[config.mk]
export PLATFORM = sky130hd
export DESIGN_NAME = add_roundkey_stream
export DESIGN_NICKNAME = d
export VERILOG_FILES = /design/src/rtl/add_roundkey_stream.sv
export SDC_FILE = /design/constraint.sdc
export NUM_CORES = 1
export LEC_CHECK = 0
export BUFFER_PORTS_ARGS = -buffer_cell sky130_fd_sc_hd__buf_2
export CORE_MARGIN = 4
export CORE_UTILIZATION = 35
export DETAILED_ROUTE_END_ITERATION = 10
export HOLD_SLACK_MARGIN = 0.03
export PLACE_DENSITY_LB_ADDON = 0.12
export SYNTH_ARGS = -nofsm -noshare
export SYNTH_HDL_FRONTEND = slang
export SYNTH_SLANG_ARGS = --single-unit
[constraint.sdc]
create_clock -name clk -period 2.2 [get_ports clk]
set_clock_uncertainty 0.2 [all_clocks]
set_input_delay 0.22 -clock clk [delete_from_list [all_inputs] [get_ports clk]]
set_output_delay 0.22 -clock clk [all_outputs]
set_load 0.01 [all_outputs]
[src/rtl/add_roundkey_stream.sv]
// Streaming AddRoundKey: XORs LANE_BITS-wide beats of a 128-bit AES state with
// the matching round-key slice, behind a one-deep registered output stage.
module add_roundkey_stream #(
    parameter int LANE_BITS = 32,
    parameter int CNT_BITS  = 16
) (
    input  logic                 clk,
    input  logic                 rst,
    input  logic                 s_valid,
    output logic                 s_ready,
    input  logic [LANE_BITS-1:0] s_data,
    input  logic [127:0]         s_key,
    input  logic                 s_bypass,
    output logic                 m_valid,
    input  logic                 m_ready,
    output logic [LANE_BITS-1:0] m_data,
    output logic                 m_last,
    output logic                 busy,
    output logic [CNT_BITS-1:0]  blk_count
);
    localparam int BEATS = 128 / LANE_BITS;
    localparam int BW    = (BEATS > 1) ? $clog2(BEATS) : 1;

    generate
        if (!(LANE_BITS == 8 || LANE_BITS == 16 || LANE_BITS == 32 ||
              LANE_BITS == 64 || LANE_BITS == 128)) begin : g_bad_lane
            $fatal(1, "add_roundkey_stream: LANE_BITS must be 8, 16, 32, 64 or 128");
        end
    endgenerate

    logic [BW-1:0]        beat_cnt;
    logic [127:0]         key_q;
    logic                 bypass_q;
    logic                 accept;
    logic                 first;
    logic                 last;
    logic [127:0]         key_use;
    logic                 bypass_use;
    logic [6:0]           base;
    logic [LANE_BITS-1:0] key_lane;
    logic [LANE_BITS-1:0] next_data;

    assign s_ready = !m_valid || m_ready;
    assign accept  = s_valid && s_ready;
    assign first   = (beat_cnt == '0);
    assign last    = (beat_cnt == BW'(BEATS - 1));
    assign busy    = (beat_cnt != '0);

    // Beat 0 takes the key and bypass straight from the ports, so the first
    // lane does not wait for key_q to load.
    assign key_use    = first ? s_key : key_q;
    assign bypass_use = first ? s_bypass : bypass_q;
    assign base       = 7'(127 - int'(beat_cnt) * LANE_BITS);
    assign key_lane   = key_use[base -: LANE_BITS];
    assign next_data  = bypass_use ? s_data : (s_data ^ key_lane);

    always_ff @(posedge clk) begin
        if (rst) begin
            m_valid   <= 1'b0;
            m_data    <= '0;
            m_last    <= 1'b0;
            beat_cnt  <= '0;
            key_q     <= '0;
            bypass_q  <= 1'b0;
            blk_count <= '0;
        end else if (accept) begin
            m_valid  <= 1'b1;
            m_data   <= next_data;
            m_last   <= last;
            beat_cnt <= last ? '0 : beat_cnt + BW'(1);
            if (first) begin
                key_q    <= s_key;
                bypass_q <= s_bypass;
            end
            if (last) blk_count <= blk_count + CNT_BITS'(1);
        end else if (m_ready) begin
            m_valid <= 1'b0;
        end
    end
endmodule

==> results of run 1 <==
==> power groups by stage <==
| stage | Clock, W | Sequential (W) | Combinational [W] |
|---|---|---|---|
| after floorplan | 0 | 0.00371 | 0.00124 |
| after global placement | 0 | 0.00372 | 0.00203 |
| after detailed placement | 0 | 0.00372 | 0.00205 |
| after CTS | 0.00320 | 0.00364 | 0.00230 |
| after global routing | 0.00331 | 0.00367 | 0.00261 |
| final | 0.00313 | 0.00365 | 0.00241 |
==> layer usage <==
layer  share of wire  wire (um)  up-vias
met1            0.42      14600     4667
met4           0.017        584        4
met3           0.054       1880       36
li1                -          -     4843
met5         0.00098         34        -
met2            0.51      17500      286
==> worst paths after layout <==
path	cells after the start	slack [ns]	endpoint	from
worst max register to register	8	0.04	m_data[24]	beat_cnt[1]
worst min-delay path	4	0.04	m_data[9]	s_data[9]
worst max-delay path	8	0.04	m_data[24]	beat_cnt[1]
worst min register to register	2	0.25	key_q[95]	key_q[95]
==> cell usage in the layout (no fill, tap or decap), types with 2 or more instances in the layout <==
master,count
mux2i_2,3
xor2_1,2
or3b_1,32
a21oi_1,177
inv_6,4
buf_12,20
dfxtp_2,2
o21ai_0,8
o2bb2ai_1,31
nor2_1,4
o31ai_1,4
ha_1,2
or3_1,9
inv_1,2
bufinv_16,2
dfxtp_1,179
inv_2,5
nand4b_1,32
nand3_1,5
nand4_1,38
buf_6,5
clkbuf_16,19
a22oi_2,42
dlygate4sd3_1,129
and2_1,2
a22oi_1,22
clkinvlp_4,4
or4_1,4
nand2_1,263
and3_1,2
buf_2,215
nor2b_4,2
nor4_1,32
buf_4,50
mux2i_1,126
diode_2,2
==> registers in the layout (all words and copies together) (netlist names) <==
signal	count
key_q	128
m_data	32
blk_count	16
beat_cnt	2
bypass_q	1
m_last	1
m_valid	1
==> logic make-up (layout without fill, tap and decap cells) <==
| logic type | after synthesis | count (layout) |
|---|---|---|
| AO/OA/AOI/OAI | 287 | 287 |
| XOR/XNOR | 3 | 3 |
| flip-flops | 181 | 181 |
| other | 0 | 2 |
| buffers and inverters | 117 | 458 |
| multiplexers | 130 | 130 |
| AND/OR/NAND/NOR | 431 | 431 |
| adder cells (fa/ha/maj) | 3 | 3 |
==> stage by stage <==
stage	util	hold slack, ns
2_1_floorplan	-	0.156
3_3_place_gp	0.418	0.241
3_5_place_dp	0.418	0.245
4_1_cts	0.491	0.0322
5_1_grt	0.501	0.0530
6_report	0.501	0.0447
==> critical path: stages (launching register included) <==
cell       delay (ns)
dfxtp_2          0.34
inv_2            0.04
ha_4             0.21
clkbuf_16        0.19
buf_12           0.14
mux2i_1          0.11
a22oi_1          0.34
o2bb2ai_1        0.12
or3b_1           0.36
==> cell type report <==
type,instances,area share
multi-input cells,854,0.414
repair buffers,421,0.241
inverters,7,0.00195
flip-flops and latches,181,0.269
diodes,2,0.000371
well taps,341,0.0316
clock inverters,12,0.0107
clock buffers,18,0.0318
==> repair_timing <==
item / in CTS / in global routing
setup buffers: 2 / 7
gates resized for setup: 13 / 44
hold buffers: 129 / 0
endpoints found under the setup margin: 32 / 113
pin swaps: 2 / 7
endpoints found under the hold margin: 128 / 0
cloned: 1 / 2
==> summary.txt, run 1 <==
Floorplanning
  • Die area: 30,000 sq um
  • Core Rows: 60
  • Core area: 27,000 sq um
  • IO Count: 217
  • Die height: 173 um
  • Die width: 173 um
  • Initial core utilization: 0.355

Global route
  • Vias in the first global route: 9,371
  • Largest net degree at the start of global routing: 71
  • Initial antenna violation count: 2
  • M3 GR Usage: 0.0410
  • GR Layer Usage met2: 0.385
  • GRT overflow: 0
  • Global-route usage over all layers: 0.219
  • Met1 usage: 0.277
  • Top Usage Layer GRT: met2
  • First-pass GRT wire length: 53.1 mm

Synth
  • Simple-gate portion of the synthesized area: 0.229
  • YS warnings: 0
  • Top-area cell type share of the netlist area: 0.379
  • Largest family of logic cells by synthesized area: simple AND/OR/NAND/NOR gates
  • Net Count, Synth: 1,320
  • Post-synth ARST share: 0
  • Post-synth top area cell: dfxtp_1
  • Netlist cell types: 38
  • Synthesized cell area: 9570 sq um
  • Syn avg cell area: 8.30 sq um
  • Most frequent cell after synthesis: nand2_1
  • Sequential fraction of the synthesis area: 0.379
  • Post-Synth XOR/XNOR Area: 0.00275
  • Synth Area in Adders: 0.00392
  • Syn Inst Count: 1,152
  • Top post-synthesis cells by area: dfxtp_1 (38%), mux2i_1 (14%), nand2_1 (10%)
  • Post-synth EDFFs: 0
  • Top cells by count, synth: nand2_1 (263), dfxtp_1 (181), a21oi_1 (177)
  • Yosys reg bits: 181
  • Mux cell area share after synthesis: 0.136
  • Synth Area in Compound Gates: 0.183
  • Synth Flop Type: dfxtp_1

Timing
  • RSZ-0062 raised after global routing: yes
  • Hold Fails Final Rpt: 0
  • Max transition margin: 0.267
  • Setup ws final: 0.0384 ns
  • Max Clock Freq: 0.463 GHz
  • Min Clock Period, post-route: 2.16 ns
  • Post-route setup TNS: 0 ns
  • Final setup viols: 0
  • Period Utilization, post-route: 0.983
  • Worst slew pin tran: 1.10 ns
  • Slew Viols, Final: 0

Layout
  • Area of the multi-input gates: 5600 sq um
  • Register area: 3630 sq um
  • Layout cells sized above 1: 0.257
  • Final nets: 1,650
  • Design area: 13,500 sq um
  • FILL cells: 2,626
  • Layout Cells excl Fill: 1,836
  • P&R area growth vs syn: 41.2%

CTS
  • H-Tree Depth: 4
  • CTS Root Cell: clkbuf_16
  • CTS tree: yes
  • CTS sink cnt: 181
  • Worst-path clk slew: 0.07 ns
  • CTS Buf Count: 17
  • Clk_lat worst skew: 0.44 ns
  • Clock buffer depth: 2

Route
  • Drt total wl: 34.6 mm
  • Initial DRT Pass Iterations: 5
  • DRT antenna net count: 0
  • Starting DRC count in detailed routing: 828
  • DR vias: 9,836
  • Wire per inst: 18.8 um
  • Vias per inst: 5.36
  • Drt drc: 0

Pwr
  • Comb power frac: 0.263
  • Net Switching: 0.00284 W
  • LEAKAGE: 5.88 nW
  • Power share of the clock group: 0.341
  • PD cells: 680 nW/um^2
  • Cell Int Power: 0.00635 W
  • Seq pwr share: 0.397
  • Sw Ratio: 0.309
  • Tot Pwr: 0.00919 W
  • Peak VDD IR: 0.000471 V

Place
  • Post-DP HPWL: 23.3 mm
  • Placed Area: 11,300 sq um
  • Inst Count DP: 1,664
  • Gpl congestion: 0.852
  • Place WS: -0.0816 ns
  • Port Buffers: 216

Run
  • Number of max-cap violations: 0

Critical path
  • Startpoint types: flop
  • Worst path required time: 2.31 ns
  • WS Path Type: flop to flop
  • Crit. End Element: flop
  • CP arrival: 2.27 ns
  • Worst-path fanout max: 8

Min path
  • Hold Path Class: primary input to flop

Outcome
  • Status: completed
Power figures use the tool's default switching activity.
==> run 2: changes to the inputs <==
Settings changed: CELL_PAD_IN_SITES_DETAIL_PLACEMENT set to 0, CELL_PAD_IN_SITES_GLOBAL_PLACEMENT set to 1.
==> run 2 against run 1 <==
Effect of this change: clock power shrank 4%; design area decreased by 0.39%; sequential share of layout area grew 0.10 points; wire length up 1.6%; hold slack better by 0.0035 ns; clock-buffer cell count up 2; sequential power barely moved; combinational power barely moved; fmax about the same; power down 1.1%; critical path type unchanged; critical endpoint is now m_data[19]; largest power group unchanged.
==> summary.txt, run 2 (synthesis results as in run 1) <==
Place
  • Gpl congestion: 0.813 (-4.5%)
  • Port Buffers: 216 (unchanged)
  • Place WS: -0.0729 ns (+0.00868 ns)
  • Inst Count DP: 1,652 (-0.72%)
  • Post-DP HPWL: 23.1 mm (-0.91%)

Route
  • Initial DRT Pass Iterations: 4 (-1)
  • Wire per inst: 19.2 um (+2.0%)
  • DR vias: 9,722 (-1.2%)
  • Starting DRC count in detailed routing: 632 (-24%)
  • Drt total wl: 35.1 mm (+1.6%)
  • Drt drc: 0 (unchanged)
  • DRT antenna net count: 0 (unchanged)
  • Vias per inst: 5.32 (-0.73%)

Layout
  • Reg with most FFs: key_q
  • Most frequent cells in the layout: nand2_1 (263), buf_2 (215), dfxtp_1 (179)
  • Most common cell after layout, fill and taps aside: nand2_1
  • Layout Cells excl Fill: 1,828 (-0.44%)
  • Top flop regs: key_q: 128 flops, m_data: 32 flops, blk_count: 16 flops
  • Layout cells sized above 1: 0.245 (-0.0122)
  • Final nets: 1,641 (-0.55%)
  • P&R area growth vs syn: 40.6%
  • Max reg flops: 128 (unchanged)

Timing
  • Worst slew pin tran: 1.14 ns (+0.0384 ns)
  • RSZ-0062 raised after global routing: yes
  • Hold Fails Final Rpt: 0 (unchanged)
  • Setup ws final: 0.0381 ns (-0.000296 ns)
  • Final setup viols: 0 (unchanged)
  • Max transition margin: 0.241 (-0.0257)
  • Period Utilization, post-route: 0.983 (about the same)
  • Max Clock Freq: 0.463 GHz (about the same)
  • Slew Viols, Final: 0 (unchanged)
  • Min Clock Period, post-route: 2.16 ns (+0.000296 ns)

Critical path
  • Startpoint types: flop
  • Critical path's slowest cell: or3b_1
  • Worst-path fanout max: 9 (+1)
  • FF-to-FF setup slack: 0.04 ns (about the same)
  • Critical path origin: beat_cnt[1]
  • CP dominant cell by count: buf_12
  • RR Startpoint: beat_cnt[1]
  • Critical Path, Cell by Cell: inv_2 > ha_4 > buf_12 > mux2i_4 > buf_12 > clkbuf_16 > a21oi_1 > or3b_1
  • Peak per-stage delay on the critical path: 0.36 ns (about the same)
  • CP arrival: 2.27 ns (about the same)
  • Crit. End Element: flop
  • Worst path required time: 2.31 ns (about the same)
  • Family with the most delay on the worst path: buffers and inverters
  • WS Path Type: flop to flop
  • Buf+Inv Stages, Crit Path: 4 (+1)

Global route
  • First-pass GRT wire length: 53.6 mm (+1.0%)
  • Largest net degree at the start of global routing: 80 (+13%)
  • Vias in the first global route: 9,430 (+0.63%)
  • GRT overflow: 0 (unchanged)
  • Initial antenna violation count: 4 (+2)
  • Global-route usage over all layers: 0.221 (+0.00202)

Pwr
  • Peak VDD IR: 0.000397 V (-16%)
  • PD cells: 675 nW/um^2 (-0.75%)
  • LEAKAGE: 5.88 nW (about the same)

CTS
  • CTS tree: yes
  • Clock buffer depth: 2 (unchanged)
  • Clk_lat worst skew: 0.44 ns (about the same)
  • CTS Buf Count: 17 (unchanged)
  • H-Tree Depth: 4 (unchanged)
  • Worst-path clk slew: 0.07 ns (about the same)
  • CTS Root Cell: clkbuf_16
  • CTS sink cnt: 181 (unchanged)

Floorplanning
  • Die width: 173 um (unchanged)
  • Initial core utilization: 0.355 (unchanged)
  • Die area: 30,000 sq um (unchanged)
  • Core Rows: 60 (unchanged)
  • IO Count: 217 (unchanged)
  • Die height: 173 um (unchanged)
  • Core area: 27,000 sq um (unchanged)

Min path
  • Hold Path Class: primary input to flop
  • Worst hold path startpoint: s_data[27]

Outcome
  • Status: completed

Run
  • Number of max-cap violations: 0 (unchanged)
run 2: final timing paths:
kind                              endpoint  cells past startpoint
worst max-delay path            m_data[19]                      8
worst max register to register  m_data[19]                      8
worst min-delay path            m_data[27]                      4
worst min register to register   key_q[53]                      2
run 2: layout make-up:
class	instances	area, sq um
Fill cell	2578	13500
Multi-Input combinational cell	854	5540
Antenna cell	1	2.50
Clock inverter	12	119
Sequential cell	181	3630
Inverter	7	26.3
Tap cell	341	427
Timing Repair Buffer	412	3280
Clock buffer	20	437
run 2: routing by layer:
layer / vias to the layer above / routed length [um] / GRT usage
li1: 4846 / - / -
met1: 4610 / 15200 / 0.270
met2: 234 / 17700 / 0.400
met3: 24 / 1770 / 0.0480
met4: 8 / 345 / 0.0442
met5: - / 63 / 0
run 2: worst reg2reg max path, stage by stage (launching register included):
cell       delay (ns)
dfxtp_2          0.33
inv_2            0.06
ha_4             0.23
buf_12           0.18
mux2i_4          0.28
buf_12           0.18
clkbuf_16        0.17
a21oi_1          0.06
or3b_1           0.36
run 2: what timing repair did:
item	4_1_cts	5_1_grt
pin swaps	0	16
resized for setup	13	30
setup buffers	0	8
hold buffers	128	0
endpoints found under the hold margin	128	0
gates cloned	1	6
endpoints found under the setup margin	11	84
run 2: where the power goes:
group          switching, W  leakage, nW  internal [W]  total [W]
logic               0.00127         4.14       0.00115    0.00242
registers          0.000130         1.48       0.00351    0.00364
clock network       0.00143        0.262       0.00158    0.00301
total               0.00284         5.88       0.00625    0.00908
run 2: per-stage QoR:
stage / hold slack, ns / instance area, sq um / util / power, W / TNS [ns]
2_1_floorplan: 0.156 / 9570 / - / 0.00495 / 0
3_3_place_gp: 0.241 / 11200 / 0.414 / 0.00572 / -0.164
3_5_place_dp: 0.246 / 11200 / 0.414 / 0.00574 / -0.342
4_1_cts: 0.0308 / 13100 / 0.486 / 0.00901 / 0
5_1_grt: 0.0585 / 13400 / 0.499 / 0.00951 / -0.0607
6_report: 0.0482 / 13500 / 0.499 / 0.00908 / 0
==> run 3: changes to the inputs <==
Settings changed: CELL_PAD_IN_SITES_DETAIL_PLACEMENT 0 to 1, SETUP_SLACK_MARGIN set to 0.5.
==> run 3 against run 2 <==
Effect of this change: the run now ends with setup timing left; worst setup slack got worse by 0.13 ns; global-route usage rose by 3.7 points; clock-buffer cell count fell by 3; register-to-register slack got worse by 0.13 ns; design area rose by 10%.
==> summary.txt, run 3 (synthesis results as in run 1) <==
Pwr
  • Net Switching: 0.00330 W (+16%)
  • Power share of the clock group: 0.330 (-0.002)
  • Sw Ratio: 0.334 (+0.0222)
  • Tot Pwr: 0.00986 W (+8.5%)
  • Cell Int Power: 0.00656 W (+5.0%)
  • Seq pwr share: 0.371 (-0.030)
  • PD cells: 666 nW/um^2 (-1.4%)
  • Comb power frac: 0.299 (+0.032)
  • Peak VDD IR: 0.000593 V (+50%)
  • LEAKAGE: 6.42 nW (+9.1%)

Critical path
  • Worst path required time: 2.32 ns (about the same)
  • Crit. End Element: flop
  • WS Path Type: flop to flop
  • Startpoint types: flop
  • CP arrival: 2.42 ns (+0.15 ns)
  • Worst-path fanout max: 6 (-3)

CTS
  • H-Tree Depth: 4 (unchanged)
  • Clk_lat worst skew: 0.45 ns (about the same)
  • CTS Buf Count: 17 (unchanged)
  • CTS sink cnt: 181 (unchanged)
  • Worst-path clk slew: 0.08 ns (about the same)
  • CTS Root Cell: clkbuf_16
  • Clock buffer depth: 2 (unchanged)
  • CTS tree: yes

Layout
  • Max reg flops: 128 (unchanged)
  • Most frequent cells in the layout: buf_2 (215), nand2_1 (208), dfxtp_1 (175)
  • Most common cell after layout, fill and taps aside: buf_2
  • P&R area growth vs syn: 54.8%
  • Top flop regs: key_q: 128 flops, m_data: 32 flops, blk_count: 16 flops
  • Final nets: 1,681 (+2.4%)
  • Layout cells sized above 1: 0.355 (+0.110)
  • FILL cells: 3,077 (+19%)
  • Reg with most FFs: key_q

Timing
  • Setup ws final: -0.0932 ns (-0.131 ns)
  • Post-route setup TNS: -1.13 ns (-1.13 ns)
  • RSZ-0062 raised after global routing: yes
  • Worst slew pin tran: 1.12 ns (-0.0130 ns)
  • Hold Fails Final Rpt: 0 (unchanged)
  • Fin Hold WS: 0.0447 ns (-0.00355 ns)
  • Final setup viols: 27 (+27)
  • Max transition margin: 0.250 (+0.00870)
  • Slew Viols, Final: 0 (unchanged)
  • Min Clock Period, post-route: 2.29 ns (+0.131 ns)
  • Period Utilization, post-route: 1.04 (+0.0597)
  • Max Clock Freq: 0.436 GHz (-5.7%)

Outcome
  • Status: complete, but fails checks
  • Violated checks: setup timing

Global route
  • Initial antenna violation count: 7 (+3)
  • First-pass GRT wire length: 61.9 mm (+15%)
  • Global-route usage over all layers: 0.258 (+0.0375)
  • Largest net degree at the start of global routing: 63 (-21%)
  • Vias in the first global route: 11,000 (+17%)
  • GRT overflow: 0 (unchanged)

Route
  • Initial DRT Pass Iterations: 5 (+1)
  • Vias per inst: 5.63 (+5.9%)
  • Starting DRC count in detailed routing: 568 (-10%)
  • Wire per inst: 22.3 um (+16%)
  • Drt drc: 0 (unchanged)
  • Drt total wl: 41.6 mm (+19%)
  • DRT antenna net count: 0 (unchanged)
  • DR vias: 10,500 (+8.4%)

Floorplanning
  • IO Count: 217 (unchanged)
  • Core Rows: 60 (unchanged)
  • Core area: 27,000 sq um (unchanged)
  • Die area: 30,000 sq um (unchanged)
  • Die height: 173 um (unchanged)
  • Die width: 173 um (unchanged)
  • Initial core utilization: 0.355 (unchanged)

Run
  • Number of max-cap violations: 0 (unchanged)

Place
  • Post-DP HPWL: 25.3 mm (+9.7%)
  • Gpl congestion: 0.840 (+3.2%)
  • Place WS: -0.149 ns (-0.0765 ns)
  • Port Buffers: 216 (unchanged)

Min path
  • Hold Path Class: primary input to flop
==> run 3: cell count changes in the layout (fill, tap and decap cells not counted), sizes merged <==
cell,delta
inv,+2
buf,+33
clkinvlp,-2
nor2b,+1
bufbuf,-1
diode,+3
clkinv,+3
clkbuf,+2
dlygate4sd3,+2
==> run 3: per-layer routing <==
layer  routed length [um]  share of wire  track usage  vias up
met2                21200           0.51        0.465      322
met3                 2190          0.053       0.0526       95
li1                     -              -            -     4930
met1                16600           0.40        0.300     5182
met5                   55         0.0013            0        -
met4                 1590          0.038        0.102       10
==> run 3: path summary, 6_finish.rpt <==
kind | startpoint | end | slack [ns] | cells after the start
worst max register to register | beat_cnt[0] | m_data[13] | -0.09 | 9
worst max-delay path | beat_cnt[0] | m_data[13] | -0.09 | 9
worst min-delay path | s_data[28] | m_data[28] | 0.04 | 4
worst min register to register | key_q[95] | key_q[95] | 0.25 | 2
==> run 3: repair_timing <==
action / CTS / global route
pin swaps: 66 / 28
cloned: 6 / 9
resized for setup: 132 / 116
buffers inserted: 21 / 10
hold buffers: 130 / 0
hold endpoints to repair: 129 / 0
setup endpoints to repair: 176 / 181
==> run 3: layout make-up <==
type	instances	area [sq um]	area share
Antenna cell	4	10.0	0.000676
Sequential cell	181	3640	0.246
Inverter	7	38.8	0.00262
Tap cell	341	427	0.0288
Clock buffer	17	425	0.0287
Clock inverter	15	185	0.0125
Timing Repair Buffer	451	3840	0.260
Multi-Input combinational cell	855	6240	0.421
==> run 3: per-stage QoR <==
stage	util	std cells	area, sq um
after floorplan	-	1152	9640
after global placement	0.417	1659	11200
after detailed placement	0.417	1659	11200
after CTS	0.521	1848	14000
after global routing	0.549	1869	14800
final	0.549	1871	14800
==> run 3: critical path, stage by stage (launching register included) <==
cell and delay [ns]:
dfxtp_4 0.36, inv_2 0.04, ha_4 0.18, buf_12 0.16, buf_8 0.14, buf_4 0.14, mux2i_4 0.18, a22oi_2 0.21
a21oi_1 0.14, or3b_1 0.39
==> run 3: power by group through the flow <==
| stage | Clock, W | Sequential [W] | Combinational [W] |
|---|---|---|---|
| floorplan | 0 | 0.00371 | 0.00127 |
| global placement | 0 | 0.00371 | 0.00204 |
| detailed placement | 0 | 0.00372 | 0.00207 |
| CTS | 0.00331 | 0.00365 | 0.00264 |
| global route | 0.00343 | 0.00369 | 0.00313 |
| finish | 0.00325 | 0.00366 | 0.00295 |
